## config.mk

```make
export PLATFORM = sky130hd
export DESIGN_NAME = mult_8x8_rr_sched_flat
export DESIGN_NICKNAME = d
export VERILOG_FILES = /design/src/rtl/mult_8x8_rr_sched_if.sv /design/src/rtl/mult_8x8_rr_sched.sv /design/src/flat_wrapper.sv
export SDC_FILE = /design/constraint.sdc
export NUM_CORES = 1
export LEC_CHECK = 0
export ABC_AREA = 1
export ABC_CLOCK_PERIOD_IN_PS = 7780
export CORE_UTILIZATION = 45
export CTS_BUF_LIST = sky130_fd_sc_hd__clkbuf_4 sky130_fd_sc_hd__clkbuf_8 sky130_fd_sc_hd__clkbuf_16
export DETAILED_ROUTE_END_ITERATION = 10
export PLACE_DENSITY = 0.73
export SLEW_MARGIN = 20
export SYNTH_ARGS = -nofsm -noshare
export SYNTH_HDL_FRONTEND = slang
export SYNTH_SLANG_ARGS = --single-unit
```

## constraint.sdc

```tcl
create_clock -name clk -period 7.78 [get_ports clk]
set_input_delay 1.556 -clock clk [delete_from_list [all_inputs] [get_ports clk]]
set_output_delay 1.556 -clock clk [all_outputs]
set_load 0.01 [all_outputs]
```

## src/rtl/mult_8x8_rr_sched_if.sv

```systemverilog
// Requester-side bundle for the shared 8x8 multiplier: issue handshake plus
// per-requester result slots.
interface mult_8x8_rr_sched_if #(
  parameter int NUM_REQ = 4
);
  logic [NUM_REQ-1:0]    req_valid;
  logic [NUM_REQ-1:0]    req_ready;
  logic [8*NUM_REQ-1:0]  req_a;
  logic [8*NUM_REQ-1:0]  req_b;
  logic [NUM_REQ-1:0]    rsp_valid;
  logic [NUM_REQ-1:0]    rsp_ack;
  logic [16*NUM_REQ-1:0] rsp_product;

  modport master (
    output req_valid, req_a, req_b, rsp_ack,
    input  req_ready, rsp_valid, rsp_product
  );

  modport slave (
    input  req_valid, req_a, req_b, rsp_ack,
    output req_ready, rsp_valid, rsp_product
  );
endinterface

```

## src/rtl/mult_8x8_rr_sched.sv

```systemverilog
// Round-robin scheduler sharing one pipelined 8x8 unsigned multiplier among
// NUM_REQ requesters, each owning a single result slot.
module mult_8x8_rr_sched #(
  parameter int NUM_REQ  = 4,
  parameter int MULT_LAT = 2
) (
  input  logic               clk,
  input  logic               rst,
  mult_8x8_rr_sched_if.slave bus,
  output logic               busy
);
  localparam int DATA_W = 8;
  localparam int PROD_W = 2 * DATA_W;
  localparam int PTR_W  = (NUM_REQ > 1) ? $clog2(NUM_REQ) : 1;

  function automatic logic [PROD_W-1:0] umul(input logic [DATA_W-1:0] a,
                                             input logic [DATA_W-1:0] b);
    return PROD_W'(a) * PROD_W'(b);
  endfunction

  function automatic logic [PTR_W-1:0] wrap_idx(input logic [PTR_W-1:0] base,
                                                input int               ofs);
    int s;
    s = int'(base) + ofs;
    if (s >= NUM_REQ) s = s - NUM_REQ;
    return PTR_W'(s);
  endfunction

  logic [NUM_REQ-1:0]        pending;
  logic [NUM_REQ-1:0]        rsp_valid_q;
  logic [PROD_W*NUM_REQ-1:0] rsp_prod_q;
  logic [NUM_REQ-1:0]        eligible;
  logic [NUM_REQ-1:0]        grant;
  logic [NUM_REQ-1:0]        done_vec;
  logic [PTR_W-1:0]          rr_ptr;
  logic [PTR_W-1:0]          gidx;
  logic [PTR_W-1:0]          ptr_nxt;
  logic                      any_grant;

  logic [MULT_LAT-1:0]       vld_p;
  logic [PTR_W-1:0]          tag_p [MULT_LAT];
  logic [DATA_W-1:0]         a_p0;
  logic [DATA_W-1:0]         b_p0;
  logic [PROD_W-1:0]         mul_p0;
  logic [PROD_W-1:0]         prod_done;

  // A requester with an op in flight or an unread result may not issue again,
  // which is what lets the pipeline run without stalls.
  always_comb begin
    eligible = bus.req_valid & ~pending & ~rsp_valid_q;
  end

  always_comb begin
    grant     = '0;
    gidx      = '0;
    any_grant = 1'b0;
    for (int k = 0; k < NUM_REQ; k++) begin
      if (!any_grant && eligible[wrap_idx(rr_ptr, k)]) begin
        any_grant                  = 1'b1;
        gidx                       = wrap_idx(rr_ptr, k);
        grant[wrap_idx(rr_ptr, k)] = 1'b1;
      end
    end
  end

  assign ptr_nxt = (gidx == PTR_W'(NUM_REQ - 1)) ? '0 : gidx + 1'b1;

  always_comb begin
    done_vec = '0;
    if (vld_p[MULT_LAT-1]) done_vec[tag_p[MULT_LAT-1]] = 1'b1;
  end

  always_ff @(posedge clk or posedge rst) begin
    if (rst) begin
      rr_ptr      <= '0;
      pending     <= '0;
      rsp_valid_q <= '0;
      vld_p       <= '0;
    end else begin
      if (any_grant) rr_ptr <= ptr_nxt;
      pending     <= (pending | grant) & ~done_vec;
      rsp_valid_q <= (rsp_valid_q & ~bus.rsp_ack) | done_vec;
      vld_p       <= MULT_LAT'({vld_p, any_grant});
    end
  end

  always_ff @(posedge clk or posedge rst) begin
    if (rst) begin
      rsp_prod_q <= '0;
    end else begin
      for (int i = 0; i < NUM_REQ; i++) begin
        if (done_vec[i]) rsp_prod_q[PROD_W*i +: PROD_W] <= prod_done;
      end
    end
  end

  // Stage 0: capture operands and tag of the granted requester
  always_ff @(posedge clk) begin
    if (any_grant) begin
      a_p0 <= bus.req_a[int'(gidx)*DATA_W +: DATA_W];
      b_p0 <= bus.req_b[int'(gidx)*DATA_W +: DATA_W];
    end
    tag_p[0] <= gidx;
    for (int s = 1; s < MULT_LAT; s++) tag_p[s] <= tag_p[s-1];
  end

  assign mul_p0 = umul(a_p0, b_p0);

  // Stages 1..MULT_LAT-1: carry the product to the completion point
  if (MULT_LAT == 1) begin : g_lat1
    assign prod_done = mul_p0;
  end else begin : g_latn
    logic [PROD_W-1:0] prod_p [1:MULT_LAT-1];
    always_ff @(posedge clk) begin
      prod_p[1] <= mul_p0;
      for (int s = 2; s < MULT_LAT; s++) prod_p[s] <= prod_p[s-1];
    end
    assign prod_done = prod_p[MULT_LAT-1];
  end

  assign bus.req_ready   = grant;
  assign bus.rsp_valid   = rsp_valid_q;
  assign bus.rsp_product = rsp_prod_q;
  assign busy            = |vld_p;
endmodule

```

## src/flat_wrapper.sv

```systemverilog
// flat-port wrapper written by rule: the top's interface ports become plain ports
module mult_8x8_rr_sched_flat 
#(
  parameter int NUM_REQ  = 4,
  parameter int MULT_LAT = 2
)
  (clk, rst, busy, bus_req_valid, bus_req_a, bus_req_b, bus_rsp_ack, bus_req_ready, bus_rsp_valid, bus_rsp_product);
  mult_8x8_rr_sched_if #(.NUM_REQ(NUM_REQ)) bus_i ();
  input  logic clk;
  input  logic rst;
  output logic busy;
  input wire logic [$bits(bus_i.req_valid)-1:0] bus_req_valid;
  input wire logic [$bits(bus_i.req_a)-1:0] bus_req_a;
  input wire logic [$bits(bus_i.req_b)-1:0] bus_req_b;
  input wire logic [$bits(bus_i.rsp_ack)-1:0] bus_rsp_ack;
  output wire logic [$bits(bus_i.req_ready)-1:0] bus_req_ready;
  output wire logic [$bits(bus_i.rsp_valid)-1:0] bus_rsp_valid;
  output wire logic [$bits(bus_i.rsp_product)-1:0] bus_rsp_product;
  assign bus_i.req_valid = bus_req_valid;
  assign bus_i.req_a = bus_req_a;
  assign bus_i.req_b = bus_req_b;
  assign bus_i.rsp_ack = bus_rsp_ack;
  assign bus_req_ready = bus_i.req_ready;
  assign bus_rsp_valid = bus_i.rsp_valid;
  assign bus_rsp_product = bus_i.rsp_product;
  mult_8x8_rr_sched #(.NUM_REQ(NUM_REQ), .MULT_LAT(MULT_LAT)) u_core (.clk(clk), .rst(rst), .bus(bus_i), .busy(busy));
endmodule
```

======== Word-level counts from Yosys, hierarchy flattened ========
Memories as Yosys holds them, arrays and structs flattened.
Index checks and enable logic that the tools add are counted.
storage, ports and cells
  memories kept ........................... 2
  memory bits (writable) .................. 20
  word-level logic and storage cells ...... 107
  input port bits ......................... 74
  register bits after elaboration ......... 92
memory list
  memory                depth  width  rd ports  clocked after memory_dff  write ports  line                      text
  u_core.g_latn.prod_p  1      16     1         0                         1            mult_8x8_rr_sched.sv:113  logic [PROD_W-1:0] prod_p [1:MULT_LAT-1];
  u_core.tag_p          2      2      2         0                         2            mult_8x8_rr_sched.sv:41   logic [PTR_W-1:0] tag_p [MULT_LAT];
operators by class
  reductions and logical operators ........ 12
  eq/ne operators ......................... 1
  shift operators ......................... 2
  $mul .................................... 1
  order comparisons ....................... 18
  add/subtract/negate cells ............... 8
  multiplexer cells ....................... 40
  bitwise operators ....................... 13
operators by type and width
  kind                                                 number
  variable part select 32 x 6 -> 8 bit                 2
  < comparator 2 x 3 -> 1 bit, second input constant   9
  two-way mux 2 bit                                    13
  two-way mux 4 bit                                    5
  OR 4 bit                                             5
  AND 4 bit                                            4
  multiplier 8 x 8 -> 16 bit                           1
  inverter 4 bit                                       4
  two-way mux 1 bit                                    13
  demux 1 bit (select 2 bit)                           5
  >= comparator 2 x 1 -> 1 bit, second input constant  5
  >= comparator 3 bit, second input constant           3
  binary-select mux 1 bit (select 2 bit)               4
  logical AND 1 bit                                    8
  subtractor 2 x 1 -> 2 bit, second input constant     4
  adder 2 x 2 -> 3 bit, second input constant          2
  adder 2 x 1 -> 3 bit, second input constant          1
  >= comparator 2 x 3 -> 1 bit, second input constant  1
  zero test 1 bit                                      3
  adder 2 x 1 -> 2 bit, second input constant          1
  == test 2 bit, second input constant                 1
  OR reduction 2 bit                                   1

======== Longest topological paths before layout ========
Gate-level depths: netlist of the first run.
  word-level depth ........................ 23
  gate-level depth with buffers ........... 19

======== Worst setup path before layout of the first run ========
No wires, ideal clock.
  path kind ............................... register to register
  start ................................... register u_core.a_p0[0]
  end ..................................... memory u_core.g_latn.prod_p[1][12] in the netlist's numbering
  arrival ................................. 4.031 ns
  stages on the path, launching flop included .. 17
  setup time .............................. 0.072 ns
  required time ........................... 7.708 ns
  setup slack ............................. 3.676 ns
  path buffers ............................ 1
  cell sequence ........................... edfxtp_1 clkbuf_1 nand2_1 fa_1 fa_1 inv_1 fa_1 inv_1 fa_1 inv_1 ha_1 a21oi_1 inv_1 a31oi_1 o21ai_0 a21oi_1 xnor2_1
between the ends
  longest elaborated chain between the ends .. 1
RTL lines
  element                     line                      text
  start: declaration          mult_8x8_rr_sched.sv:42   logic [DATA_W-1:0] a_p0;
  start signal: assignment    mult_8x8_rr_sched.sv:100  a_p0 <= bus.req_a[int'(gidx)*DATA_W +: DATA_W];
  multiplier 8 x 8 -> 16 bit  mult_8x8_rr_sched.sv:18   return PROD_W'(a) * PROD_W'(b);
  via u_core.mul_p0[12]       mult_8x8_rr_sched.sv:44   logic [PROD_W-1:0] mul_p0;
  end: declaration            mult_8x8_rr_sched.sv:113
The timed path passes the listed nets, and every way through them passes these cells.

======== Final worst setup path of the first run ========
  start ................................... input bus_req_valid[2]
  end ..................................... output bus_req_ready[0]
between the ends
  longest elaborated chain between the ends .. 14
  elaborated cells on any way between the ends .. 26
RTL lines
  element                                  line                     text
  start: declaration                       flat_wrapper.sv:12       input wire logic [$bits(bus_i.req_valid)-1:0] bus_req_valid;
  AND 4 bit (*) (2 in series)              mult_8x8_rr_sched.sv:50  eligible = bus.req_valid & ~pending & ~rsp_valid_q;
  binary-select mux 1 bit (select 2 bit)   mult_8x8_rr_sched.sv:58  if (!any_grant && eligible[wrap_idx(rr_ptr, k)]) begin
  two-way mux 1 bit (implied by the code)  mult_8x8_rr_sched.sv:58
  two-way mux 1 bit                        mult_8x8_rr_sched.sv:58
  zero test 1 bit                          mult_8x8_rr_sched.sv:58
  logical AND 1 bit                        mult_8x8_rr_sched.sv:58
  two-way mux 1 bit                        mult_8x8_rr_sched.sv:58
  zero test 1 bit                          mult_8x8_rr_sched.sv:58
  logical AND 1 bit                        mult_8x8_rr_sched.sv:58
  two-way mux 1 bit                        mult_8x8_rr_sched.sv:58
  zero test 1 bit                          mult_8x8_rr_sched.sv:58
  logical AND 1 bit                        mult_8x8_rr_sched.sv:58
  two-way mux 4 bit (*)                    mult_8x8_rr_sched.sv:58
  end: declaration                         flat_wrapper.sv:16       output wire logic [$bits(bus_i.req_ready)-1:0] bus_req_ready;
Mark *: on every way between the ends. The rest lies on a longest branch, timed or not. The select of a mux whose other input is x is not followed.

==> results of run 1 <==
[final timing paths]
path	start	end	slack (ns)
setup / recovery	bus_req_valid[2]	bus_req_ready[0]	2.68
hold / removal	u_core.tag_p[0][0]$_DFF_P_	u_core.tag_p[0][2]$_DFF_P_	0.33
min in group asynchronous	rst	u_core.bus.rsp_product[52]$_DFFE_PP0P_	1.82
hold reg to reg	u_core.tag_p[0][0]$_DFF_P_	u_core.tag_p[0][2]$_DFF_P_	0.33
max in group asynchronous	rst	u_core.bus.rsp_product[45]$_DFFE_PP0P_	5.32
setup reg to reg	u_core.a_p0[0]$_DFFE_PP_	u_core.g_latn.prod_p[1][12]$_DFF_P_	3.34
[cell families after synthesis]
| logic type | Yosys count | synth area share (%) |
|---|---|---|
| xor gates and xnor gates | 12 | 1.51 |
| and+or+nand+nor | 381 | 22.9 |
| buffers and inverters | 193 | 11.1 |
| AOI/OAI and AO/OA | 94 | 6.99 |
| DFF | 112 | 40.0 |
| adders and majority gates | 76 | 17.5 |
[routing by layer]
metal | wire length [µm] | track usage (%)
met5 | 0 | 0
met4 | 209 | 6.02
met3 | 756 | 2.87
met2 | 6510 | 32.5
met1 | 7300 | 27.1
[critical path: cells and delay by family]
family | cells | cell delay (ns)
buf+inv | 4 | 1.10
simple gates | 9 | 0.88
[layout by cell type (no fill, tap or decap), types with 3 or more instances in the layout]
master,count
a21oi_1,12
buf_4,3
clkbuf_16,9
clkdlybuf4s50_1,146
dfrtp_1,76
dfxtp_1,20
edfxtp_1,16
fa_1,36
ha_1,40
inv_1,148
inv_4,3
nand2_1,292
nand2_2,6
nand2_4,4
nand3_1,64
nand4_1,4
nor2_1,7
o21ai_0,75
xnor2_1,3
xor2_1,9
[registers in the layout, summed over array words and instances, names as in the netlist, named ones only]
signal / count
u_core.pending: 4
u_core.rr_ptr: 1
u_core.tag_p: 4
u_core.vld_p: 2
u_core.b_p0: 8
u_core.bus.rsp_product: 64
u_core.g_latn.prod_p: 16
u_core.bus.rsp_valid: 4
u_core.a_p0: 8
[cell usage after synthesis (5+ instances only)]
master      n  share of area [%]
a21oi_1    12               0.86
buf_2       5               0.36
edfxtp_1   16                6.9
ha_1       40                7.2
fa_1       36                 10
o21ai_0    75                5.4
dfrtp_1    76                 27
nand3_1    64                4.6
nand2_1   294                 16
inv_1     149                8.0
xor2_1      9                1.1
nor2_1      7               0.38
clkbuf_1   29                1.6
dfxtp_1    20                5.8
[area by class of cell]
cell class	instances	area (µm²)
Clock buffer	10	233
Tap cell	188	235
Sequential cell	112	2780
Inverter	153	588
Clock inverter	6	48.8
Fill cell	1368	6360
Multi-Input combinational cell	563	3410
Timing Repair Buffer	149	1480
[through the flow]
stage	cells	hold slack [ns]	cell area, µm²
global route	1181	0.348	8780
CTS	1181	0.336	8780
finish	1181	0.334	8780
floorplan	868	0.310	6960
global placement	1165	0.313	8490
detailed placement	1165	0.322	8490
==> reports/results.tsv, run 1 <==
metric	value	unit
status	complete, no violations	
critPathMaxFanout	7	
hold_viol_final	0	
cts_buffers	9	
critPathArrivalTime	3.55	ns
rsz0062_at_grt	false	
cts_tree	yes	
first_iter_violations	399	
ys.flop_type	dfrtp_1	
slowest_stage	clkdlybuf4s50_1	
design.core.area	15100	µm²
clock-sinks	112	
async_reset_ff_share	67.9	%
cts_resized	0	
grt_pass1_wl	25700	µm
fin_util	58.0	%
avgRoutedWirePerCell	12.5	µm
die_area	16000	µm²
area_delta_synth_final	26.1	%
drive_above_1_share	3.83	%
ff2ff_path_depth	15	
via_per_inst	4.80	
worstSetupPathType	input pin to primary output	
dp_slack	2.68	ns
syn_area	6960	µm²
die_w	126	µm
synth_enable_flop_cells	16	
timing.final.max_slew_violations	0	
fin_skew	0.00868	ns
period_needed	5.10	ns
postCtsSetupBuffers	0	
drt-total-wl	14800	µm
endpoint_kind	primary output	
grt-ovfl-total	0	
cpPeakStageDelay	0.53	ns
antenna_found_initial	0	
fmax	0.196	GHz
slew_headroom	35.3	%
die_h	126	µm
drcViolationCount	0	
cp_data_required_time	6.22	ns
clk_path_buf_depth	2	
path_cells	clkdlybuf4s50_1 > nand3_1 > nand2_1 > nand3_1 > nand2_4 > nor2_8 > nand2_4 > inv_4 > nand2_4 > clkinv_2 > nand2_1 > nand2_1 > clkdlybuf4s50_1	
yosysSeqAreaShare	40.0	%
num_vias	5663	
synth_warnings	0	
tightest_slew	0.971	ns
postSynthCellCount	868	
floorplan.initialDensity	46.0	%
synth_nets	1018	
portBuffers	146	
yosysUniqueCellTypes	32	
firstDrtPassIters	5	
nets	1138	
holdPathStages	0	
setup_slack	2.68	ns
grt.total_usage	19.8	%
worstSetupStartpointType	input pin	
clk_pin_slew	0.07	ns
setup_tns	0	ns
grt_pass1_vias	5572	
finalSetupViolCount	0	
ant_nets	0	
synth-seq-cells	112	
dpl.hpwl	11000	µm
grt_max_degree	77	
htree_levels	3	
min_path_type	flip-flop to flip-flop	
insertion_delay	0.35	ns
gp_congestion	0.851	
diodes	0	
period_share	65.6	%
syn_area_per_cell	8.02	µm²
drv_cap	0	
root_buffer	clkbuf_16	
row_count	45	
hold_buffers	0	
io_pins	147	
Power of run 1 is left out: the tool's default activity adds up to more than one toggle a clock period on the data nets, which glitch-free logic cannot reach.
==> run 2, diff against run 1 <==
- ABC_CLOCK_PERIOD_IN_PS: 7780 -> 4800
- clock period: 7.78 -> 4.8 ns (I/O delays scaled with it)
==> run 2 against run 1 <==
Against the previous run: flip-flop and latch count did not move; register-to-register slack worse by 2.8 ns; clock-buffer cell count decreased by 1; global-route usage shrank 0.42 points; worst setup slack got worse by 2.2 ns; sequential share of layout area decreased by 0.12 points; die area is the same; non-clock buffer count rose by 2; cell count barely moved; critical path depth is 2 higher; design area is 0.37% higher; clock skew barely moved; critical endpoint is now u_core.g_latn.prod_p[1][15]$_DFF_P_.
==> reports/results.tsv, run 2 (synthesis results as in run 1) <==
metric	value	unit
status	complete, no violations	
insertion_delay	0.34	ns
cts_buffers	9	
diodes	0	
period_share	89.3	%
timing.hold.ws	0.330	ns
timing.final.max_slew_violations	0	
critPathBufInv	3	
worstSetupPathType	flip-flop to flip-flop	
postCtsSetupBuffers	0	
most-common-layout-cells	nand2_1 (293), inv_1 (148), clkdlybuf4s50_1 (146), dfrtp_1 (76), o21ai_0 (75)	
tightest_slew	1.06	ns
drcViolationCount	0	
root_buffer	clkbuf_16	
grt_pass1_vias	5417	
cts_tree	yes	
design.core.area	15100	µm²
antenna_found_initial	0	
portBuffers	146	
worstSetupStartpointType	flip-flop	
firstDrtPassIters	5	
reg2reg_from	u_core.b_p0[4]$_DFFE_PP_	
via_per_inst	4.84	
multi_input_area	3410	µm²
hold_viol_final	0	
ff2ff_path_depth	15	
holdPathStages	0	
finalSetupViolCount	0	
dpl.hpwl	11400	µm
path_cells	nand2_1 > inv_1 > fa_1 > fa_1 > inv_1 > fa_1 > fa_1 > inv_1 > ha_1 > a21o_1 > a31oi_1 > o21ai_0 > nand3_1 > o21ai_0 > xor2_1	
avgRoutedWirePerCell	12.4	µm
ff2ff_setup_slack	0.51	ns
dp_cells	1167	
cts_resized	0	
gp_congestion	0.921	
fin_skew	0.00898	ns
first_iter_violations	389	
die_h	126	µm
htree_levels	3	
die_w	126	µm
cp-endpoint	u_core.g_latn.prod_p[1][15]$_DFF_P_	
floorplan.initialDensity	46.0	%
rsz0062_at_grt	false	
final_cells	1182	
drive_above_1_share	3.82	%
fmax	0.233	GHz
slowest_stage	fa_1	
startpoint	u_core.b_p0[4]$_DFFE_PP_	
regArea	2780	µm²
grt-ovfl-total	0	
period_needed	4.29	ns
slew_headroom	29.5	%
grt_pass1_wl	25100	µm
drt-total-wl	14700	µm
io_pins	147	
clock-sinks	112	
cpMostUsedCell	fa_1	
cpPeakStageDelay	0.55	ns
min_path_type	flip-flop to flip-flop	
final_common_cell	nand2_1	
area_delta_synth_final	26.6	%
ant_nets	0	
cp_data_required_time	5.02	ns
r2r-end	u_core.g_latn.prod_p[1][15]$_DFF_P_	
largest_reg_flops	64	
worst-path-stages	15	
critPathArrivalTime	4.50	ns
clk_path_buf_depth	2	
drv_cap	0	
critPathMaxFanout	8	
fillerInstances	1366	
num_vias	5720	
row_count	45	
setup_tns	0	ns
hold_buffers	0	
grt_max_degree	40	
grt.total_usage	19.4	%
clk_pin_slew	0.07	ns
nets	1140	
die_area	16000	µm²
crit_family	adder cells	
endpoint_kind	flip-flop	
-- run 2: worst min-delay path by stage --
stage / from / end
2_1_floorplan: u_core.tag_p[0][0]$_DFF_P_ / u_core.tag_p[0][2]$_DFF_P_
3_3_place_gp: u_core.tag_p[0][0]$_DFF_P_ / u_core.tag_p[0][2]$_DFF_P_
3_5_place_dp: u_core.tag_p[0][0]$_DFF_P_ / u_core.tag_p[0][2]$_DFF_P_
4_1_cts: u_core.tag_p[0][0]$_DFF_P_ / u_core.tag_p[0][2]$_DFF_P_
5_1_grt: u_core.tag_p[0][1]$_DFF_P_ / u_core.tag_p[0][3]$_DFF_P_
6_report: u_core.tag_p[0][0]$_DFF_P_ / u_core.tag_p[0][2]$_DFF_P_
-- run 2: layout make-up --
class	count	share of cell area (%)
clock buffers	9	2.56
clock inverters	6	0.866
inverters	153	6.67
multi-input cells	563	38.7
flip-flops and latches	112	31.6
well taps	188	2.67
repair buffers	151	17.0
-- run 2: routing by layer --
layer	up-vias	track usage [%]	part of all wire [%]	wire length [µm]
li1	2906	-	-	-
met1	2600	26.1	48	7020
met2	201	32.5	46	6690
met3	13	3.16	5.5	811
met4	0	4.96	1.1	165
met5	-	0	0	0
-- run 2: through the flow --
stage | setup slack (ns) | area, µm² | util, %
3_5_place_dp | 0.511 | 8510 | 56.2
5_1_grt | 0.230 | 8810 | 58.2
3_3_place_gp | 0.623 | 8510 | 56.2
4_1_cts | 0.499 | 8810 | 58.2
6_report | 0.513 | 8810 | 58.2
2_1_floorplan | 0.696 | 6960 | -
Power of run 2 is left out for the same reason.
==> run 3, diff against run 2 <==
- CORE_ASPECT_RATIO: unset -> 1.2
- DONT_BUFFER_PORTS: unset -> 1
- GPL_ROUTABILITY_DRIVEN: unset -> 1
- PLACE_DENSITY: 0.73 -> 0.61
==> run 3 against run 2 <==
Against the previous run: core utilization shrank 9.5 points; sequential share of layout area grew 6.3 points; flip-flop and latch count is the same; worst setup slack lost 0.035 ns; first-iteration DRC count shrank 41%; die area is essentially flat; fmax shrank 0.80%; hold slack gained 0.00054 ns; highest routed layer unchanged.
==> reports/results.tsv, run 3 (synthesis results as in run 1) <==
metric	value	unit
status	complete, no violations	
grt-ovfl-total	0	
fmax	0.231	GHz
grt.total_usage	18.2	%
grt_pass1_vias	4803	
timing.hold.ws	0.330	ns
rsz0062_at_grt	false	
hold_viol_final	0	
insertion_delay	0.35	ns
root_buffer	clkbuf_16	
critPathMaxFanout	8	
diodes	0	
worstSetupPathType	flip-flop to flip-flop	
cts_tree	yes	
fin_skew	0.00798	ns
clk_path_buf_depth	2	
die_w	116	µm
avgRoutedWirePerCell	13.1	µm
timing.final.max_slew_violations	0	
htree_levels	3	
cts_buffers	9	
drv_cap	0	
num_vias	5064	
worstSetupStartpointType	flip-flop	
design.core.area	15100	µm²
row_count	49	
period_share	90.0	%
cts_resized	0	
grt_max_degree	77	
drt-total-wl	13800	µm
die_h	138	µm
floorplan.initialDensity	46.2	%
area_delta_synth_final	5.46	%
antenna_found_initial	0	
io_pins	147	
firstDrtPassIters	4	
ant_nets	0	
period_needed	4.32	ns
most-common-layout-cells	nand2_1 (293), inv_1 (148), dfrtp_1 (76), o21ai_0 (75), nand3_1 (64)	
clock-sinks	112	
finalSetupViolCount	0	
grt_pass1_wl	23200	µm
largest_reg_flops	64	
dpl.hpwl	10600	µm
gp_congestion	0.839	
via_per_inst	4.82	
drcViolationCount	0	
nets	992	
postCtsSetupBuffers	0	
endpoint_kind	flip-flop	
tightest_slew	1.02	ns
portBuffers	0	
critPathArrivalTime	4.60	ns
first_iter_violations	231	
hold_buffers	0	
clk_pin_slew	0.08	ns
final_common_cell	nand2_1	
fillerInstances	1542	
cp_data_required_time	5.08	ns
min_path_type	flip-flop to flip-flop	
drive_above_1_share	4.37	%
slew_headroom	31.8	%
die_area	16000	µm²
setup_tns	0	ns
## run 3: stage by stage
step	utilization, %	setup WS, ns	cells	area, µm²
after floorplan	-	0.696	868	6960
after global placement	46.8	0.600	1035	7050
after detailed placement	46.8	0.493	1035	7050
after CTS	48.7	0.491	1051	7340
after global routing	48.7	0.258	1051	7340
final	48.7	0.479	1051	7340
## run 3: path summary, 6_finish.rpt
kind | endpoint | startpoint | cells after the start | slack [ns]
min in group asynchronous | u_core.bus.rsp_product[34]$_DFFE_PP0P_ | rst | 2 | 0.77
max in group asynchronous | u_core.bus.rsp_product[31]$_DFFE_PP0P_ | rst | 2 | 3.38
worst min register to register | u_core.tag_p[0][3]$_DFF_P_ | u_core.tag_p[0][1]$_DFF_P_ | 0 | 0.33
worst max register to register | u_core.g_latn.prod_p[1][15]$_DFF_P_ | u_core.a_p0[0]$_DFFE_PP_ | 14 | 0.48
worst max-delay path | u_core.g_latn.prod_p[1][15]$_DFF_P_ | u_core.a_p0[0]$_DFFE_PP_ | 14 | 0.48
worst min-delay path | u_core.tag_p[0][3]$_DFF_P_ | u_core.tag_p[0][1]$_DFF_P_ | 0 | 0.33
## run 3: cell type report
| class | instances | area [µm²] | area share (%) |
|---|---|---|---|
| Inverter | 153 | 588 | 8.01 |
| Timing Repair Buffer | 3 | 22.5 | 0.307 |
| Clock buffer | 9 | 225 | 3.07 |
| Sequential cell | 112 | 2780 | 37.9 |
| Multi-Input combinational cell | 563 | 3410 | 46.4 |
| Tap cell | 204 | 255 | 3.48 |
| Clock inverter | 7 | 61.3 | 0.835 |
## run 3: worst max-delay path, cell delays in order, from the launching register on
cell and delay (ns):
edfxtp_1 0.49, nand2_1 0.12, fa_1 0.53, fa_1 0.55
inv_1 0.05, fa_1 0.52, inv_1 0.05, fa_1 0.53
inv_1 0.04, ha_1 0.38, nand4_1 0.11, o21ai_0 0.33
nand3_1 0.14, o21ai_0 0.23, xor2_1 0.17
## run 3: routing by layer
| layer | wire [µm] | track usage (%) | up-vias | share of wire, % |
|---|---|---|---|---|
| met3 | 882 | 3.42 | 14 | 6.4 |
| li1 | - | - | 2609 | - |
| met5 | 0 | 0 | - | 0 |
| met1 | 6380 | 24.2 | 2283 | 46 |
| met2 | 6340 | 29.9 | 158 | 46 |
| met4 | 201 | 5.67 | 0 | 1.5 |
Power of run 3 is left out for the same reason.
